--- config.mk ---
export PLATFORM = sky130hd
export DESIGN_NAME = draw_cmd_scheduler
export DESIGN_NICKNAME = d
export VERILOG_FILES = /design/src/rtl/draw_cmd_scheduler_pkg.sv /design/src/rtl/draw_cmd_fifo.sv /design/src/rtl/draw_cmd_scheduler.sv
export SDC_FILE = /design/constraint.sdc
export NUM_CORES = 2
export LEC_CHECK = 0
export CORE_ASPECT_RATIO = 0.7
export CORE_MARGIN = 3
export CORE_UTILIZATION = 58
export CTS_BUF_LIST = sky130_fd_sc_hd__clkbuf_16
export DETAILED_ROUTE_END_ITERATION = 10
export GPL_TIMING_DRIVEN = 0
export PLACE_DENSITY = 0.85
export SYNTH_ARGS = -nofsm -noshare
export SYNTH_HDL_FRONTEND = slang
export SYNTH_SLANG_ARGS = --single-unit
--- constraint.sdc ---
create_clock -name clk -period 35.2 [get_ports clk]
set_input_delay 3.52 -clock clk [delete_from_list [all_inputs] [get_ports clk]]
set_output_delay 3.52 -clock clk [all_outputs]
set_load 0.1 [all_outputs]
--- src/rtl/draw_cmd_scheduler_pkg.sv ---
// Shared graphics command codes, widths and scheduler state encoding for the
// draw-unit front end.
package draw_cmd_scheduler_pkg;

    localparam int CMD_W   = 8;
    localparam int DATA_W  = 256;
    localparam int ENTRY_W = CMD_W + DATA_W;

    localparam logic [7:0] CMD_NOP  = 8'h00;
    localparam logic [7:0] CMD_LINE = 8'h01;
    localparam logic [7:0] CMD_RECT = 8'h02;
    localparam logic [7:0] CMD_BLIT = 8'h03;
    localparam logic [7:0] CMD_FLIP = 8'hFF;

    typedef enum logic [2:0] {
        S_IDLE      = 3'd0,
        S_ISSUE     = 3'd1,
        S_WAIT_DONE = 3'd2,
        S_FLIP_WAIT = 3'd3,
        S_FLIP      = 3'd4
    } sched_state_t;

    // Next frame-buffer bank, wrapping at num_banks.
    function automatic logic [1:0] next_bank(input logic [1:0] bank, input int num_banks);
        if (int'(bank) >= num_banks - 1) begin
            return 2'd0;
        end else begin
            return bank + 2'd1;
        end
    endfunction

endpackage

--- src/rtl/draw_cmd_fifo.sv ---
// Synchronous first-word-fall-through FIFO for queued draw commands; pointers
// carry one extra wrap bit so full and empty are distinguishable.
module draw_cmd_fifo
    import draw_cmd_scheduler_pkg::*;
#(
    parameter int DEPTH = 8,
    parameter int AW    = 3,
    parameter int W     = ENTRY_W
) (
    input  logic         clk,
    input  logic         rst_n,
    input  logic         wr_en,
    input  logic [W-1:0] wr_data,
    input  logic         rd_en,
    output logic [W-1:0] rd_data,
    output logic         full,
    output logic         empty,
    output logic [AW:0]  count
);
    localparam logic [AW:0] PTR_ONE = (AW + 1)'(1);

    logic [W-1:0] mem_r [DEPTH];
    logic [AW:0]  wr_ptr_r;
    logic [AW:0]  rd_ptr_r;

    // Storage write; a full FIFO drops the write.
    always_ff @(posedge clk) begin
        if (wr_en && !full) begin
            mem_r[wr_ptr_r[AW-1:0]] <= wr_data;
        end
    end

    // Read and write pointer advance.
    always_ff @(posedge clk or negedge rst_n) begin
        if (!rst_n) begin
            wr_ptr_r <= '0;
            rd_ptr_r <= '0;
        end else begin
            if (wr_en && !full) begin
                wr_ptr_r <= wr_ptr_r + PTR_ONE;
            end
            if (rd_en && !empty) begin
                rd_ptr_r <= rd_ptr_r + PTR_ONE;
            end
        end
    end

    assign rd_data = mem_r[rd_ptr_r[AW-1:0]];
    assign empty   = (wr_ptr_r == rd_ptr_r);
    assign full    = (wr_ptr_r[AW] != rd_ptr_r[AW]) &&
                     (wr_ptr_r[AW-1:0] == rd_ptr_r[AW-1:0]);
    assign count   = wr_ptr_r - rd_ptr_r;

endmodule

--- src/rtl/draw_cmd_scheduler.sv ---
// Draw command scheduler: round-robin intake from two requesters into a FIFO,
// one-at-a-time dispatch to the draw unit, and FLIP frame-buffer bank swaps.
module draw_cmd_scheduler
    import draw_cmd_scheduler_pkg::*;
#(
    parameter int DEPTH     = 8,
    parameter int AW        = 3,
    parameter int NUM_BANKS = 2
) (
    input  logic         clk,
    input  logic         rst_n,
    input  logic         req0_valid,
    input  logic [7:0]   req0_command,
    input  logic [255:0] req0_data,
    output logic         req0_ready,
    input  logic         req1_valid,
    input  logic [7:0]   req1_command,
    input  logic [255:0] req1_data,
    output logic         req1_ready,
    output logic [7:0]   du_command,
    output logic [255:0] du_data,
    output logic         du_commit,
    input  logic         du_ack,
    input  logic         du_done,
    output logic [1:0]   draw_bank,
    output logic [1:0]   display_bank,
    output logic         flip_done,
    output logic [AW:0]  fifo_count,
    output logic         busy
);
    sched_state_t       state_r;
    sched_state_t       state_next_s;
    logic               rr_r;
    logic               grant0_s;
    logic               grant1_s;
    logic               wr_en_s;
    logic [ENTRY_W-1:0] wr_data_s;
    logic [ENTRY_W-1:0] head_s;
    logic               full_s;
    logic               empty_s;
    logic               head_is_flip_s;
    logic               pop_s;
    logic               flip_s;
    logic [7:0]         du_command_r;
    logic [255:0]       du_data_r;
    logic               du_commit_r;
    logic [1:0]         draw_bank_r;
    logic [1:0]         display_bank_r;
    logic               flip_done_r;

    // Round-robin grant; rr_r set means req1 was not served last and wins a tie.
    always_comb begin
        grant0_s = 1'b0;
        grant1_s = 1'b0;
        if (req0_valid && (!req1_valid || !rr_r)) begin
            grant0_s = 1'b1;
        end else if (req1_valid) begin
            grant1_s = 1'b1;
        end else begin
            grant0_s = 1'b0;
            grant1_s = 1'b0;
        end
    end

    assign req0_ready = grant0_s && !full_s;
    assign req1_ready = grant1_s && !full_s;
    assign wr_en_s    = req0_ready || req1_ready;
    assign wr_data_s  = grant0_s ? {req0_command, req0_data} : {req1_command, req1_data};

    // Round-robin pointer moves away from whoever was just granted.
    always_ff @(posedge clk or negedge rst_n) begin
        if (!rst_n) begin
            rr_r <= 1'b0;
        end else if (req0_ready) begin
            rr_r <= 1'b1;
        end else if (req1_ready) begin
            rr_r <= 1'b0;
        end
    end

    draw_cmd_fifo #(
        .DEPTH(DEPTH),
        .AW   (AW),
        .W    (ENTRY_W)
    ) u_fifo (
        .clk    (clk),
        .rst_n  (rst_n),
        .wr_en  (wr_en_s),
        .wr_data(wr_data_s),
        .rd_en  (pop_s),
        .rd_data(head_s),
        .full   (full_s),
        .empty  (empty_s),
        .count  (fifo_count)
    );

    assign head_is_flip_s = (head_s[ENTRY_W-1 -: CMD_W] == CMD_FLIP);

    // Dispatch state register.
    always_ff @(posedge clk or negedge rst_n) begin
        if (!rst_n) begin
            state_r <= S_IDLE;
        end else begin
            state_r <= state_next_s;
        end
    end

    // Dispatch next-state and pop/flip strobes.
    always_comb begin
        state_next_s = state_r;
        pop_s        = 1'b0;
        flip_s       = 1'b0;
        case (state_r)
            S_IDLE: begin
                if (!empty_s) begin
                    pop_s        = 1'b1;
                    state_next_s = head_is_flip_s ? S_FLIP_WAIT : S_ISSUE;
                end else begin
                    state_next_s = S_IDLE;
                end
            end
            S_ISSUE: begin
                if (du_commit_r && du_ack) begin
                    state_next_s = S_WAIT_DONE;
                end else begin
                    state_next_s = S_ISSUE;
                end
            end
            S_WAIT_DONE: begin
                if (du_done) begin
                    state_next_s = S_IDLE;
                end else begin
                    state_next_s = S_WAIT_DONE;
                end
            end
            S_FLIP_WAIT: begin
                if (du_ack) begin
                    state_next_s = S_FLIP;
                end else begin
                    state_next_s = S_FLIP_WAIT;
                end
            end
            S_FLIP: begin
                flip_s       = 1'b1;
                state_next_s = S_IDLE;
            end
            default: begin
                state_next_s = S_IDLE;
            end
        endcase
    end

    // Draw-unit command registers, commit strobe, banks and flip pulse.
    always_ff @(posedge clk or negedge rst_n) begin
        if (!rst_n) begin
            du_command_r   <= 8'h00;
            du_data_r      <= 256'd0;
            du_commit_r    <= 1'b0;
            draw_bank_r    <= 2'd0;
            display_bank_r <= 2'd1;
            flip_done_r    <= 1'b0;
        end else begin
            du_commit_r <= (state_next_s == S_ISSUE);
            flip_done_r <= flip_s;
            if (pop_s && !head_is_flip_s) begin
                du_command_r <= head_s[ENTRY_W-1 -: CMD_W];
                du_data_r    <= head_s[DATA_W-1:0];
            end
            if (flip_s) begin
                display_bank_r <= draw_bank_r;
                draw_bank_r    <= next_bank(draw_bank_r, NUM_BANKS);
            end
        end
    end

    assign du_command   = du_command_r;
    assign du_data      = du_data_r;
    assign du_commit    = du_commit_r;
    assign draw_bank    = draw_bank_r;
    assign display_bank = display_bank_r;
    assign flip_done    = flip_done_r;
    assign busy         = !empty_s || (state_r != S_IDLE);

endmodule

==> reports/qor.yml <==
global_route:
  grt_usage: 0.2997
  grt_max_degree: 100
  grt_overflow: 0
  antenna_found_initial: 11
  grt_pass1_wl_mm: 359.0
  grt_pass1_vias: 53690
cells_and_area:
  fillers: 8900
  nNetsFinal: 6328
  fin_area_sq_mm: 0.1132
  multi_input_area_sq_mm: 0.02135
  drive_above_1_share: 0.2345
  ff_latch_area_sq_mm: 0.07048
  syn_to_final_growth_pct: 21.77
timing:
  fin_crit_ps: 10970
  relSlewSlack: 0.03107
  worstMarginPinSlew_ps: 1453
  period_share: 0.3115
  setup_ws_ps: 24230
  finalHoldViolations: 0
  setup_viol: 0
  grt_setup_unrepaired: "false"
  slew_viol_final: 0
  tns_ps: 0
  clock_skew_ps: 47.28
  fmaxAchievable_ghz: 0.09119
place:
  port_buffers: 810
  finalWeightedCongestion: 0.7587
  preCtsSetupSlack_ps: 23610
  placed_cell_area_sq_mm: 0.1064
  dp_hpwl_mm: 158.2
floorplan:
  die_h_um: 341.0
  rows: 122
  ios: 811
  initial_utilization: 0.5861
  coreArea_sq_mm: 0.1586
  dieArea_sq_mm: 0.1652
  die-width_um: 484.5
critical_path:
  start_kind: "input pin"
  rrSetupSlack_ps: 29130
  worstPathArrival_ps: 7450
  critPathMaxFanout: 10
  r2r-end: "u_fifo.mem_r[0][56]"
  cp.required_ps: 31680
  worstSetupPathType: "input pin to output port"
  r2r-start: "u_fifo.rd_ptr_r[2]"
  endpoint_kind: "output port"
  rr_worst_depth: 17
synth:
  syn_avg_cell_area_sq_um: 20.42
  yosysSeqAreaShare: 0.7581
  synth_area_sq_mm: 0.09296
  yosysWarnings: 0
  synthCells: 4552
  synth_edf_count: 2112
  synth-seq-cells: 2394
  async_flop_share: 0.1178
  ys_types: 40
  synth_ff_type: "edfxtp_1"
  synth_nets: 5093
clock_network:
  clock_latency_ps: 840
  clock-sinks: 2394
  clk_path_buf_depth: 3
  htree_levels: 4
  cts_tree: "yes"
  cts_hold_buffers: 0
  cts_setup_buffers: 0
  cts_buffers: 208
  post_cts_resized: 0
  clkTransAtPathRegs_ps: 60
  cts_root_buf: "clkbuf_16"
detailed_routing:
  ant_nets: 0
  vias: 50540
  routed_wl_mm: 246.3
  via_per_inst: 6.251
  route.detailed.drc: 0
  dr.pass1.iters: 5
  drt_iter0_markers: 6402
  avgRoutedWirePerCell_um: 30.47
worst_hold_path:
  min-delay-start: "du_data[220]"
  whs_endpoint: "du_data[220]"
  hold_path_depth: 1
  hold_path.class: "flop to flop"
power_and_ir_drop:
  power.density_mw_per_mm2: 99.55
  p_leak_nw: 39.19
  irDropWorstVdd_uv: 88.48
job:
  cap_violations: 0
run_status:
  outcome: "finished, final reports clean"
## how the worst max path moves through the flow
| stage | startpoint | to |
|---|---|---|
| after floorplan | req1_valid | u_fifo.mem_r[0][0] |
| after global placement | req1_valid | u_fifo.mem_r[0][52] |
| after detailed placement | req1_valid | req0_ready |
| after CTS | req0_valid | req0_ready |
| after global routing | req0_valid | req0_ready |
| final | req0_valid | req0_ready |
## where the power goes
group,total (mW),internal (mW),switching [mW]
combinational,4.76,1.59,3.17
clock,2.27,1.25,1.02
sequential,4.23,3.97,0.268
total,11.3,6.81,4.46
## sequential cells by signal, indices dropped and copies added (netlist names)
name,flops
flip_done,1
rr_r,1
u_fifo.mem_r,2112
u_fifo.rd_ptr_r,4
display_bank,2
draw_bank,2
du_commit,1
u_fifo.wr_ptr_r,4
du_data,256
du_command,8
state_r,3
## layout make-up
class / instances / area share
tap: 2108 / 0.02330
antenna: 6 / 0.0001326
sequential: 2394 / 0.6226
clock buffer: 215 / 0.04753
clock inverter: 179 / 0.01221
multi-input combinational: 1909 / 0.1886
buffer: 235 / 0.01003
timing repair buffer: 1025 / 0.09508
inverter: 14 / 0.0005305
## cell families (layout without fill, tap and decap cells)
family	after synthesis	count (layout)	share of synthesized area
multiplexers	1062	1062	0.1924
AO/OA/AOI/OAI	22	22	0.001548
adder cells (fa/ha/maj)	7	7	0.001023
buffers and inverters	249	1668	0.01272
AND/OR/NAND/NOR	809	809	0.03328
flip-flops	2394	2394	0.7581
other	0	6	0
XOR/XNOR	9	9	0.0008480
## worst max-delay path: stages
cell and delay (ps):
clkdlybuf4s50_1 550, a21boi_2 550, buf_8 230, clkbuf_1 390
clkbuf_1 810, and2_1 240, clkdlybuf4s50_1 1130
## routing by layer
| layer | share of wire | vias to the layer above | global-route usage |
|---|---|---|---|
| met5 | 0.00011 | - | 0 |
| met4 | 0.043 | 4 | 0.1261 |
| met3 | 0.093 | 522 | 0.06021 |
| met2 | 0.51 | 3301 | 0.5069 |
| met1 | 0.35 | 26210 | 0.3835 |
| li1 | - | 20500 | - |
## cell usage after synthesis (6+ instances only)
library cell / count / area, sq um
dfrtp_1: 281 / 7032
nor3_1: 6 / 30.03
buf_2: 54 / 270.3
mux4_2: 528 / 11890
inv_1: 12 / 45.04
buf_6: 17 / 191.4
mux2_1: 252 / 2838
buf_4: 14 / 105.1
edfxtp_1: 2112 / 63420
o21ai_0: 7 / 35.03
mux2i_1: 12 / 120.1
buf_1: 9 / 33.78
nand2_1: 783 / 2939
xnor2_1: 6 / 52.55
mux2_2: 270 / 3040
ha_1: 6 / 75.07
clkbuf_1: 141 / 529.3
## layout by cell type, fill, tap and decap left out, types with 3 or more instances in the layout
cell and n:
edfxtp_1 2112, clkdlybuf4s50_1 809, nand2_1 783, mux4_2 528, dfrtp_1 281, mux2_2 270
mux2_1 252, clkbuf_16 215, clkbuf_1 137, buf_6 137, inv_1 64, buf_4 62
clkinv_1 59, buf_2 54, clkinv_2 34, bufinv_16 20, buf_12 19, buf_8 18
mux2i_1 12, buf_16 11, buf_1 9, clkinvlp_4 8, o21ai_0 7, diode_2 6
xnor2_1 6, ha_1 6, o21a_1 5, nand3_1 4, a21oi_1 4, clkbuf_2 4
nor3_2 4, nor2_1 3, xor2_1 3, nor4_2 3, clkinv_16 3
## per-stage QoR
| stage | instances | hold slack (ps) | utilization | power, mW |
|---|---|---|---|---|
| 6_report | 8085 | 481.3 | 0.7137 | 11.27 |
| 5_1_grt | 8084 | 493.8 | 0.7137 | 11.66 |
| 3_3_place_gp | 7470 | 468.0 | 0.6539 | 9.331 |
| 2_1_floorplan | 4552 | 458.7 | - | 7.690 |
| 3_5_place_dp | 7684 | 473.7 | 0.6709 | 8.971 |
| 4_1_cts | 8078 | 486.9 | 0.7135 | 11.31 |
(Power assumes the default switching activity.)
